File: src/rtl/traffic_chk_ben_check.sv
// traffic_ben_check: combinational byte-enable analysis for one beat.
//   ben   in  - byte enables of the beat
//   last  in  - beat is the final beat of its packet
//   pop   out - number of enabled bytes
//   legal out - non-last beats must be all ones; last beats must be
//               nonzero and contiguous from bit 0
module traffic_ben_check #(
    parameter int BEN_W = 16,
    parameter int CNT_W = $clog2(BEN_W) + 1
) (
    input  logic [BEN_W-1:0] ben,
    input  logic             last,
    output logic [CNT_W-1:0] pop,
    output logic             legal
);

    logic [BEN_W-1:0] ben_inc;
    logic             contiguous;

    always_comb begin
        pop = '0;
        for (int k = 0; k < BEN_W; k++) begin
            pop = pop + CNT_W'(ben[k]);
        end
    end

    // A mask of the form 0..01..1 has no bit in common with itself plus one.
    assign ben_inc    = ben + BEN_W'(1);
    assign contiguous = ((ben_inc & ben) == '0);
    assign legal      = last ? ((ben != '0) && contiguous) : (&ben);

endmodule

File: config.mk
export PLATFORM = sky130hd
export DESIGN_NAME = traffic_ben_check
export DESIGN_NICKNAME = d
export VERILOG_FILES = /design/src/rtl/traffic_chk_ben_check.sv
export SDC_FILE = /design/constraint.sdc
export NUM_CORES = 1
export LEC_CHECK = 0
export ABC_CLOCK_PERIOD_IN_PS = 4250
export BUFFER_PORTS_ARGS = -buffer_cell sky130_fd_sc_hd__buf_2
export CAP_MARGIN = 30
export CORE_AREA = 2 2 39 41
export DETAILED_ROUTE_END_ITERATION = 12
export DIE_AREA = 0 0 41 43
export GPL_TIMING_DRIVEN = 1
export PLACE_DENSITY_LB_ADDON = 0.3
export SETUP_SLACK_MARGIN = 0.1
export SYNTH_ARGS = -nofsm -noshare
export SYNTH_HDL_FRONTEND = slang
export SYNTH_SLANG_ARGS = --single-unit
File: constraint.sdc
create_clock -name vclk -period 4.25
set_input_delay 0.425 -clock vclk [all_inputs]
set_output_delay 0.425 -clock vclk [all_outputs]
set_load 0.02 [all_outputs]
Word level (Yosys, flattened, before mapping)

Index checks and enable logic that the tools add are counted.

Bits in registers: 0
Latch bits: 0
Memory bits (writable): 0
Bits in read-only memories: 0
Input bits: 17
Output and inout port bits: 6
Logic and storage cells: 22
Memories kept: 0

Add/subtract/negate cells: 16
$mul: 0
Div/mod/pow operators: 0
Magnitude comparators: 0
Equality and inequality tests: 0
Shift operators: 0
Mux-type cells: 1
Bitwise logic cells: 1
Reduce and logical (&&, ||, !) cells: 4

Operators by type and width:

| kind                                                             | count |
|---|---|
| 5-bit by 1-bit adder with 5-bit output                           | 11 |
| 16-bit by 1-bit adder with 16-bit output (second input constant) | 1 |
| 16-bit bitwise AND                                               | 1 |
| 16-bit zero test                                                 | 1 |
| 16-bit AND reduction                                             | 1 |
| 16-bit nonzero test                                              | 1 |
| 4-bit by 1-bit adder with 5-bit output                           | 1 |
| 3-bit by 1-bit adder with 4-bit output                           | 1 |
| 2-bit by 1-bit adder with 3-bit output                           | 1 |
| 1-bit by 1-bit adder with 2-bit output                           | 1 |
| 1-bit logical AND                                                | 1 |
| 1-bit two-way mux                                                | 1 |

Logic depth before layout (Yosys ltp)

Depth after elaboration: 15
Gate-level depth with buffers: 12
Gate-level depth less buffers: 12

Worst setup path before layout

OpenSTA, ideal clock, no wires.

Path kind: input port to output port
Start point: input ben[0]
End point: output pop[2]
Arrival time: 3433 ps
Data required time: 3825 ps
Slack: 392 ps
Stages on the path: 10
Path buffers: 0
Path through: inv_1 > fa_1 > fa_1 > fa_1 > fa_1 > inv_1 > ha_1 > inv_1 > fa_1 > xnor2_1

Longest elaborated chain between the ends: 15

RTL lines:

| item                                                  | RTL line | source |
|---|---|---|
| start, declared                                       | 11       | `input logic [BEN_W-1:0] ben,` |
| 1-bit by 1-bit adder with 2-bit output                | 23       | `pop = pop + CNT_W'(ben[k]);` |
| 2-bit by 1-bit adder with 3-bit output                | 23       |  |
| 3-bit by 1-bit adder with 4-bit output                | 23       |  |
| 4-bit by 1-bit adder with 5-bit output                | 23       |  |
| 5-bit by 1-bit adder with 5-bit output (11 in series) | 23       |  |
| end, declared                                         | 13       | `output logic [CNT_W-1:0] pop,` |

Every way passes these cells.

Final worst setup path

Start point: input ben[1]
End point: output pop[4]

Same word-level chain as after synthesis.

==> flow_summary.ini <==
[timing]
final-hold-violation-count = 0
setup_total_negative_slack_ns = 0
maximum_achievable_frequency_mhz = 247.7
timing.hold.ws_ns = 1.247
grt_setup_unrepaired = yes
slew-limit-headroom_pct = 80.95
finalCriticalPeriod_ns = 4.038
final_max_slew_viol_count = 0
worst-slew-pin-transition_ns = 0.2835
min_period_over_period_pct = 95.01
finalSetupViolations = 0

[final_layout]
final_area_um2 = 787.0
multi_input_comb_area_um2 = 546.8
number_of_cells_in_the_finished_layout_apart_from_fillers = 124
synth_to_layout_area_growth_pct = 22.61
regArea_um2 = 0
fin_nets = 145
final.clkbuf_count = 0
nFlopsAndLatches = 0
final_layout_size_suffix_gt1_share_pct = 25.00
n_antenna_cell = 0
total_of_fill_cells_in_the_finished_design = 143

[routing]
drc = 0
avg_vias_per_cell = 5.331
detail-route-antenna-nets = 0
via_count = 661
wire_per_inst_um = 11.81
dr.first_iter.drc_count = 18
dr.pass1.iters = 4
wire_length_after_detailed_routing_mm = 1.464

[power]
vdd_drop_max_mv = 0.4375
power_frac_clock_pct = 0
comb_power_share_pct = 100.0
sw_frac_of_total_pct = 57.34
cellPowerDensity_nw_per_um2 = 412.5
power_mw = 0.3247
power_switching_mw = 0.1862
p_leak_nw = 0.4378
p_int_mw = 0.1385
seq_power_share_pct = 0

[yosys]
synth-adder-area-share_pct = 46.78
yosys.area_share.xor_xnor_pct = 2.729
synth.mux.area_fraction_pct = 0
avgSynthCellArea_um2 = 7.641
combinational_family_with_the_most_area_after_synthesis = adder cells
synth_compound_area_share_pct = 15.79
synth-simple-area-share_pct = 19.49
syn-num-nets = 119
synthesis.yosys.warnings = 0
syn_area_um2 = 641.9
gate_count_after_technology_mapping = 84
number_of_different_library_cells_in_the_post_synthesis_netlist = 24
seq_area_frac_synth_pct = 0

[floorplan]
core_area_um2 = 1384
initial_core_util_pct = 46.38
die_width_um = 41
die_area_um2 = 1763
design.portCount = 23
die_height_um = 43
core.rowCount = 14

[flow_run]
cap_violations = 0

[setup_path]
worst_setup_path_start_kind = primary input
cp-end-kind = primary output
critical-path-slowest-cell = fa_1
worstPathArrival_ns = 3.61
critPathMostFrequentCell = fa_1
crit_path_cell_trace = buf_2 -> inv_1 -> fa_1 -> fa_1 -> fa_1 -> fa_1 -> inv_1 -> ha_1 -> inv_1 -> fa_2 -> nor2b_1 -> o21a_1 -> buf_2
path_class = in -> out
crit_required_ns = 3.83
critical_path_peak_fanout = 6
worst_path_largest_cell_delay_ns = 0.53

[placed_design]
postPlaceCellArea_um2 = 777.0
detailed_place_hpwl_mm = 1.300
dpl.cell_count = 123
io_buffers = 23
place.gp.congestion = 0.8614

[global_routing]
maximum_number_of_pins_on_one_net_before_global_route_repair = 7
grt_antenna_before_repair = 0
grt_first_pass_wirelength_mm = 2.297
grt_use_total_pct = 18.14
number_of_global_route_vias_before_repair = 564
grt.overflow.total = 0

[cts]
cts-hold-fix-buffers = 0

[min_path]
hold_class = in -> out

[run_status]
status = completed
[through the flow]
step           utilization (%)  setup slack [ns]
6_report                 56.87            0.2121
5_1_grt                  56.87           0.07774
4_1_cts                  56.15            0.1276
3_3_place_gp             56.15            0.2147
3_5_place_dp             56.15            0.1365
2_1_floorplan                -            0.3920
[final timing paths]
check	slack, ns	from	end	cells past startpoint
setup / recovery	0.21	ben[1]	pop[4]	13
hold / removal	1.25	last	legal	5
[power by group through the flow]
| stage | clock (mW) | sequential [mW] | combinational, mW |
|---|---|---|---|
| final | 0 | 0 | 0.325 |
| after global routing | 0 | 0 | 0.361 |
| after CTS | 0 | 0 | 0.312 |
| after detailed placement | 0 | 0 | 0.311 |
| after global placement | 0 | 0 | 0.303 |
| after floorplan | 0 | 0 | 0.227 |
[layer usage]
| layer | GRT usage [%] | share of wire (%) | vias up |
|---|---|---|---|
| li1 | - | - | 322 |
| met1 | 24.50 | 40 | 312 |
| met4 | 0 | 0 | 0 |
| met5 | 0 | 0 | - |
| met3 | 0 | 6.6 | 0 |
| met2 | 32.81 | 53 | 27 |
[synth_stat cells]
cell type  count  share of area (%)
nand2_1        5                2.9
fa_1          10                 31
a221oi_1       1                1.4
nor2_1         4                2.3
a21o_1         1                1.2
xnor2_1        2                2.7
nand3b_1       1                1.2
nand2b_1       1               0.98
a21oi_1        2                1.6
nor2b_1        1               0.98
inv_1         26                 15
and3_1         1               0.98
o21ai_0        3                2.3
nand3_1        2                1.6
and2_2         1                1.2
nor4_1         2                1.9
nand4_1        4                3.9
o31ai_2        1                1.9
nor3_1         2                1.6
a41oi_1        2                2.7
o32a_1         1                1.6
a31oi_1        2                1.9
ha_1           8                 16
o21a_1         1                1.2
[repair_timing]
| action | CTS | global route |
|---|---|---|
| buffers inserted | 0 | 1 |
| gates resized for setup | 0 | 1 |
| endpoints found under the setup margin | 0 | 2 |
[placed cells by master, fill, tap and decap left out, types with 2 or more instances in the layout]
cell type and instances:
nand2_1 5, ha_1 8, nor3_1 2, nand4_1 4, inv_1 26, nor2_1 4, fa_1 9, o21ai_0 3
a31oi_1 2, buf_2 23, nand3_1 2, nor4_1 2, a41oi_1 2, a21oi_1 2, xnor2_1 2
[worst max-delay path, delay by kind of cell]
kind            cells  cell delay [ns]
fa+ha+maj           6             2.46
buf+inv             5             0.49
simple gates        1             0.13
compound gates      1             0.11
[cells by family after synthesis]
family                   after synthesis
adder cells (fa/ha/maj)               18
AO/OA/AOI/OAI                         14
XOR/XNOR                               2
AND/OR/NAND/NOR                       24
buffers and inverters                 26
[cell type report]
cell class | count | area share [%]
inverters | 26 | 12.40
multi-input cells | 58 | 69.48
well taps | 16 | 2.544
repair buffers | 24 | 15.58
No activity file was read; power rests on OpenSTA's default activity.
